## src/rtl/parity_block_encoder_if.sv

```systemverilog
// Stream channel used on both sides of the parity block encoder.
// Carries data/valid/ready/tlast plus sideband fields that the encoder ignores on input and zeroes on output.
interface axi_stream #(
  parameter int DATA_WIDTH = 32
) ();
  localparam int KEEP_WIDTH = (DATA_WIDTH + 7) / 8;

  logic [DATA_WIDTH-1:0] data;
  logic                  valid;
  logic                  ready;
  logic                  tlast;
  logic [KEEP_WIDTH-1:0] keep;
  logic [3:0]            user;

  modport master (output data, valid, tlast, keep, user, input  ready);
  modport slave  (input  data, valid, tlast, keep, user, output ready);
endinterface

```

## src/rtl/parity_block_encoder.sv

```systemverilog
// Streaming block encoder: forwards data words, then appends one XOR parity word
// after BLOCK_LEN words or an earlier input tlast, so every encoded block XORs to zero.
module parity_block_encoder #(
  parameter int DATA_WIDTH = 32,
  parameter int BLOCK_LEN  = 8
) (
  input  logic        clock,
  input  logic        reset,
  axi_stream.slave    data_in,
  axi_stream.master   data_out,
  output logic [31:0] block_count
);

  localparam int CNT_WIDTH = (BLOCK_LEN < 2) ? 1 : $clog2(BLOCK_LEN + 1);

  typedef enum logic {
    ST_DATA   = 1'b0,
    ST_PARITY = 1'b1
  } state_e;

  if (BLOCK_LEN < 1 || BLOCK_LEN > 65535) begin : g_bad_len
    $error("parity_block_encoder: BLOCK_LEN must be in 1..65535");
  end

  state_e                r_state;
  logic [CNT_WIDTH-1:0]  r_count;
  logic [DATA_WIDTH-1:0] r_acc;
  logic [DATA_WIDTH-1:0] r_out_data;
  logic                  r_out_tlast;
  logic                  r_out_valid;
  logic [31:0]           r_block_count;

  logic w_free;
  logic w_in_ready;
  logic w_in_hs;
  logic w_block_end;
  logic w_unused;

  assign w_free = !r_out_valid || data_out.ready;

  // Gated by reset so the producer sees ready low for as long as reset is held.
  assign w_in_ready  = reset && (r_state == ST_DATA) && w_free;
  assign w_in_hs     = data_in.valid && w_in_ready;
  assign w_block_end = (r_count == CNT_WIDTH'(BLOCK_LEN - 1)) || data_in.tlast;

  assign data_in.ready  = w_in_ready;
  assign data_out.data  = r_out_data;
  assign data_out.valid = r_out_valid;
  assign data_out.tlast = r_out_tlast;
  assign data_out.keep  = '0;
  assign data_out.user  = '0;
  assign block_count    = r_block_count;

  // Sideband input fields carry no meaning for the encoder.
  assign w_unused = ^{data_in.keep, data_in.user};

  // NOTE: all state uses non-blocking assignments so every register samples pre-edge values.
  always_ff @(posedge clock or negedge reset) begin
    if (!reset) begin
      r_state       <= ST_DATA;
      r_count       <= '0;
      r_acc         <= '0;
      r_out_data    <= '0;
      r_out_tlast   <= 1'b0;
      r_out_valid   <= 1'b0;
      r_block_count <= '0;
    end else begin
      case (r_state)
        ST_DATA: begin
          if (w_in_hs) begin
            r_out_data  <= data_in.data;
            r_out_tlast <= 1'b0;
            r_out_valid <= 1'b1;
            r_acc       <= r_acc ^ data_in.data;
            if (w_block_end) begin
              r_state <= ST_PARITY;
              r_count <= '0;
            end else begin
              r_count <= r_count + 1'b1;
            end
          end else if (w_free) begin
            r_out_valid <= 1'b0;
          end
        end
        ST_PARITY: begin
          // The parity load costs one input cycle; the next block waits for it.
          if (w_free) begin
            r_out_data    <= r_acc;
            r_out_tlast   <= 1'b1;
            r_out_valid   <= 1'b1;
            r_acc         <= '0;
            r_block_count <= r_block_count + 32'd1;
            r_state       <= ST_DATA;
          end
        end
      endcase
    end
  end

endmodule

```

## src/flat_wrapper.sv

```systemverilog
// flat-port wrapper written by rule: the top's interface ports become plain ports
module parity_block_encoder_flat 
#(
  parameter int DATA_WIDTH = 32,
  parameter int BLOCK_LEN  = 8
)
  (clock, reset, block_count, data_in_data, data_in_valid, data_in_tlast, data_in_keep, data_in_user, data_in_ready, data_out_data, data_out_valid, data_out_tlast, data_out_keep, data_out_user, data_out_ready);
  axi_stream #(.DATA_WIDTH(DATA_WIDTH)) data_in_i ();
  axi_stream #(.DATA_WIDTH(DATA_WIDTH)) data_out_i ();
  input  logic clock;
  input  logic reset;
  output logic [31:0] block_count;
  input wire logic [$bits(data_in_i.data)-1:0] data_in_data;
  input wire logic [$bits(data_in_i.valid)-1:0] data_in_valid;
  input wire logic [$bits(data_in_i.tlast)-1:0] data_in_tlast;
  input wire logic [$bits(data_in_i.keep)-1:0] data_in_keep;
  input wire logic [$bits(data_in_i.user)-1:0] data_in_user;
  output wire logic [$bits(data_in_i.ready)-1:0] data_in_ready;
  output wire logic [$bits(data_out_i.data)-1:0] data_out_data;
  output wire logic [$bits(data_out_i.valid)-1:0] data_out_valid;
  output wire logic [$bits(data_out_i.tlast)-1:0] data_out_tlast;
  output wire logic [$bits(data_out_i.keep)-1:0] data_out_keep;
  output wire logic [$bits(data_out_i.user)-1:0] data_out_user;
  input wire logic [$bits(data_out_i.ready)-1:0] data_out_ready;
  assign data_in_i.data = data_in_data;
  assign data_in_i.valid = data_in_valid;
  assign data_in_i.tlast = data_in_tlast;
  assign data_in_i.keep = data_in_keep;
  assign data_in_i.user = data_in_user;
  assign data_in_ready = data_in_i.ready;
  assign data_out_data = data_out_i.data;
  assign data_out_valid = data_out_i.valid;
  assign data_out_tlast = data_out_i.tlast;
  assign data_out_keep = data_out_i.keep;
  assign data_out_user = data_out_i.user;
  assign data_out_i.ready = data_out_ready;
  parity_block_encoder #(.DATA_WIDTH(DATA_WIDTH), .BLOCK_LEN(BLOCK_LEN)) u_core (.clock(clock), .reset(reset), .data_in(data_in_i), .data_out(data_out_i), .block_count(block_count));
endmodule
```

## config.mk

```make
export PLATFORM = sky130hd
export DESIGN_NAME = parity_block_encoder_flat
export DESIGN_NICKNAME = d
export VERILOG_FILES = /design/src/rtl/parity_block_encoder_if.sv /design/src/rtl/parity_block_encoder.sv /design/src/flat_wrapper.sv
export SDC_FILE = /design/constraint.sdc
export NUM_CORES = 1
export LEC_CHECK = 0
export ABC_AREA = 1
export BUFFER_PORTS_ARGS = -buffer_cell sky130_fd_sc_hd__buf_2
export CORE_MARGIN = 5
export CORE_UTILIZATION = 30
export DETAILED_ROUTE_END_ITERATION = 8
export MAX_ROUTING_LAYER = met4
export PLACE_DENSITY = 0.53
export SLEW_MARGIN = 20
export SYNTH_ARGS = -nofsm -noshare
export SYNTH_HDL_FRONTEND = slang
export SYNTH_SLANG_ARGS = --single-unit
export TNS_END_PERCENT = 50
```

## constraint.sdc

```tcl
create_clock -name clock -period 1.7 [get_ports clock]
set_clock_uncertainty 0.15 [all_clocks]
set_input_delay 0.17 -clock clock [delete_from_list [all_inputs] [get_ports clock]]
set_output_delay 0.17 -clock clock [all_outputs]
set_load 0.02 [all_outputs]
```

Yosys cells after proc, flatten, opt, wreduce, memory -nomap -nowiden
Cells that the tools add are included.

word-level totals
  flip-flop bits (word level) = 103
  bits of input ports = 45
  output and inout bits = 75
  word-level logic and storage cells = 42

cells by class
  add/sub/neg operators = 2
  equality and inequality tests = 4
  mux-type cells = 17
  bitwise operators = 2
  reductions and logical operators = 10

operators by type and width
  cell                     number
  $mux W32                 4
  $pmux W32 S2             2
  $add A32 B1 Y32 const B  1
  $xor A32 B32 Y32         1
  $reduce_and A2 Y1        4
  $mux W1                  7
  $pmux W1 S2              3
  $add A4 B1 Y4 const B    1
  $eq A4 B3 Y1 const B     1
  $mux W4                  1
  $logic_and A1 B1 Y1      3
  $ne A3 B1 Y1 const B     1
  $logic_or A1 B1 Y1       2
  $ne A2 B1 Y1 const B     1
  $ne A2 B2 Y1 const B     1
  $logic_not A1 Y1         1
  $not A1 Y1               1

Longest topological paths before layout
  word-level depth = 6
  depth in mapped cells = 10
  depth with buffers taken out = 9

Least setup slack after synthesis
OpenSTA, ideal clock, no wires.

  path type = reg2reg
  from = register u_core.r_block_count[0], in the netlist u_core.block_count[0]
  to = register u_core.r_block_count[28], in the netlist u_core.block_count[28]
  library setup time = 0.117 ns
  data arrival time = 1.458 ns
  data required time = 1.433 ns
  setup slack = -0.025 ns
  stages on the path, launching flop included = 10
  buffers on the path = 1
  period minus slack after synthesis = 1.725 ns
  cells stage by stage = dfrtp_1 -> ha_1 -> inv_1 -> nor2_1 -> nand3_1 -> nor2_2 -> buf_4 -> nand3_1 -> nand2_1 -> nand2_1

on the way
  word-level cells in the longest chain between the ends = 1

RTL lines
  element                 line                        source
  start, declared         parity_block_encoder.sv:31  logic [31:0] r_block_count;
  start signal, assigned  parity_block_encoder.sv:92  r_block_count <= r_block_count + 32'd1;
  $add A32 B1 Y32         parity_block_encoder.sv:92

No other way between the ends.
A chain may end at the register's enable or synchronous reset.

Final worst setup path
  from = register u_core.r_block_count[1], in the netlist u_core.block_count[1]
  to = register u_core.r_block_count[19], in the netlist u_core.block_count[19]

The elaborated chain is that of the path after synthesis.

==> results.json <==
{
  "ys_ff_latch": 103,
  "r2r_cells": 8,
  "dp_slack_ns": 0.00872,
  "mostFrequentLayoutCells": "183 x nand2_1, 102 x buf_2, 100 x dfrtp_1",
  "cp-start-kind": "register",
  "die_area_um2": 19800,
  "ioPinCount": 120,
  "synth_compound_area_frac": 0.0766,
  "hp-start": "data_in_tlast",
  "drtIter0Drc": 186,
  "p_total_uw": 7700,
  "whs_path_depth": 4,
  "fillCellCount": 1743,
  "slew_violations": 0,
  "worstHoldPathType": "in2reg",
  "power_density_nw_per_um2": 1140,
  "cpMostUsedCell": "nand2_1",
  "cp.required_ns": 1.79,
  "multi_input_area_um2": 2220,
  "io_buffers": 103,
  "area.growth.synth_to_final_pct": 31.7,
  "stdcell_area_um2": 6750,
  "cpPeakStageDelay_ns": 0.35,
  "routed_wl_um": 13300,
  "layout.cells.non_filler": 1013,
  "clk_pin_slew_ns": 0.07,
  "worst_slew_pin_slew_ns": 0.573,
  "slew_headroom": 0.618,
  "path_max_fanout": 5,
  "status": "finished clean",
  "fmax_mhz": 620,
  "avgRoutedWirePerCell_um": 13.1,
  "synth_fa_ha_area_frac": 0.00488,
  "numClockSinks": 103,
  "grt.total_usage": 0.139,
  "insertion_delay_ns": 0.35,
  "setup_viol": 0,
  "grt_overflow_total": 0,
  "dpl-instance-area_um2": 6060,
  "final_common_cell": "nand2_1",
  "drcViolationCount": 0,
  "critPathCaptureType": "register",
  "core_um2": 16700,
  "fp.dieW_um": 141,
  "timing.hold.ws_ns": 0.0367,
  "min_period_over_period": 0.949,
  "timing.rr.end": "u_core.block_count[19]",
  "yosysWarnings": 0,
  "clockRootBuffer": "clkbuf_16",
  "synth-seq-area-share": 0.503,
  "initial_utilization": 0.307,
  "crit_type": "reg2reg",
  "leakagePower_uw": 0.00329,
  "place_inst": 960,
  "synth_mux_area_frac": 0,
  "antenna_found_initial": 1,
  "antenna_left": 0,
  "rows": 47,
  "synth_xor_area_frac": 0.0598,
  "final_layout_size_suffix_gt1_frac": 0.229,
  "synth.avg_cell_area_um2": 8.14,
  "grt_pass1_vias": 4317,
  "hpwl_um": 9420,
  "syn-cell-area_um2": 5130,
  "grt_pass1_wl_um": 21700,
  "cpMaxStageDelayCell": "dfrtp_2",
  "drv_cap": 0,
  "gp_congestion": 0.831,
  "synthCells": 630,
  "final.min_clock_period_ns": 1.61,
  "reg2reg_slack_ns": 0.09,
  "clk_path_buf_depth": 2,
  "setup_ws_ns": 0.0867,
  "grt_max_degree": 104,
  "cts.htree.levels": 3,
  "routed_via_density": 4.41,
  "cp_cell_sequence": "buf_4 > nand2_1 > nor2_2 > nand2_2 > nor3_4 > nand2_1 > nand2_1 > nand2_1",
  "synthSimpleGateAreaFrac": 0.276,
  "die_height_um": 141,
  "vias": 4467,
  "hold_end": "u_core.r_count[2]",
  "synth_top_family_by_area": "simple AND/OR/NAND/NOR gates",
  "r2r_start": "u_core.block_count[1]",
  "cts_tree": "built",
  "nNetsFinal": 834,
  "seq_area_um2": 2580,
  "cts_made_buffers": 9,
  "cp.arrival_ns": 1.70,
  "dr.pass1.iters": 4,
  "final-hold-violation-count": 0,
  "synthDistinctLibCells": 30,
  "ir_drop_mv": 0.537
}
## state kept, by name (all words and copies together), names as in the netlist
register	count
u_core.r_count	4
u_core.r_acc	32
u_core.block_count	32
u_core.data_out.tlast	1
u_core.data_out.valid	1
u_core.data_out.data	32
u_core.r_state	1
## metal layers
layer  routed length, um  vias to the layer above  track usage
li1                    -                     2327            -
met1                6360                     2015        0.184
met2                6150                      118        0.220
met3                 708                        7       0.0393
met4                  91                        0       0.0219
met5                   0                        -            -
## final cells by class
cell class / instances / share of cell area
repair buffers: 172 / 0.180
clock buffers: 10 / 0.0339
well taps: 220 / 0.0408
diodes: 1 / 0.000371
multi-input cells: 453 / 0.329
inverters: 48 / 0.0274
flip-flops and latches: 103 / 0.382
clock inverters: 6 / 0.00648
## worst max path at each step
| stage | startpoint | to | slack [ns] | cells past startpoint |
|---|---|---|---|---|
| after floorplan | u_core.block_count[0] | u_core.block_count[28] | 0.06 | 9 |
| after global placement | u_core.block_count[0] | u_core.block_count[18] | 0.006 | 9 |
| after detailed placement | u_core.block_count[0] | u_core.block_count[18] | 0.009 | 9 |
| after CTS | u_core.block_count[0] | u_core.block_count[18] | 0.002 | 9 |
| after global routing | u_core.block_count[0] | u_core.block_count[18] | -0.01 | 9 |
| final | u_core.block_count[1] | u_core.block_count[19] | 0.09 | 8 |
## cells in the mapped netlist, drive strengths merged
library cell	number	area share
a21oi	19	0.019
a31oi	32	0.039
buf	26	0.038
clkbuf	7	0.0051
conb	1	0.00073
dfrtp	103	0.50
ha	2	0.0049
inv	48	0.036
nand2	188	0.14
nand3	46	0.045
nand3b	2	0.0029
nand4	10	0.012
nor2	86	0.067
nor3	7	0.0088
o21ai	16	0.016
o22ai	1	0.0012
o31ai	1	0.0015
xnor2	19	0.032
xor2	16	0.027
## per-stage QoR
stage               setup TNS, ns   util
floorplan                       0      -
global placement                0  0.363
detailed placement              0  0.363
CTS                             0  0.400
global route              -0.0205  0.404
finish                          0  0.404
## power breakdown
group / internal [uW] / switching (uW)
Sequential: 3080 / 467
Combinational: 916 / 1290
Clock: 1000 / 940
Total: 5000 / 2700
## repair_timing
| item | 4_1_cts | 5_1_grt |
|---|---|---|
| hold buffers | 34 | 0 |
| hold endpoints to repair | 169 | 0 |
| resized for setup | 0 | 17 |
| setup endpoints to repair | 0 | 68 |
| buffers inserted | 0 | 2 |
## logic make-up after synthesis
group	after synthesis
AO/OA/AOI/OAI	69
buffers and inverters	81
XOR/XNOR	35
flip-flops	103
adder cells (fa/ha/maj)	2
AND/OR/NAND/NOR	339
other	1
## critical path: cells and delay by family, from the launching register on
| kind | cells | cell delay [ns] |
|---|---|---|
| and+or+nand+nor | 7 | 0.88 |
| DFF | 1 | 0.35 |
| buffers and inverters | 1 | 0.12 |
(Power assumes the default switching activity.)
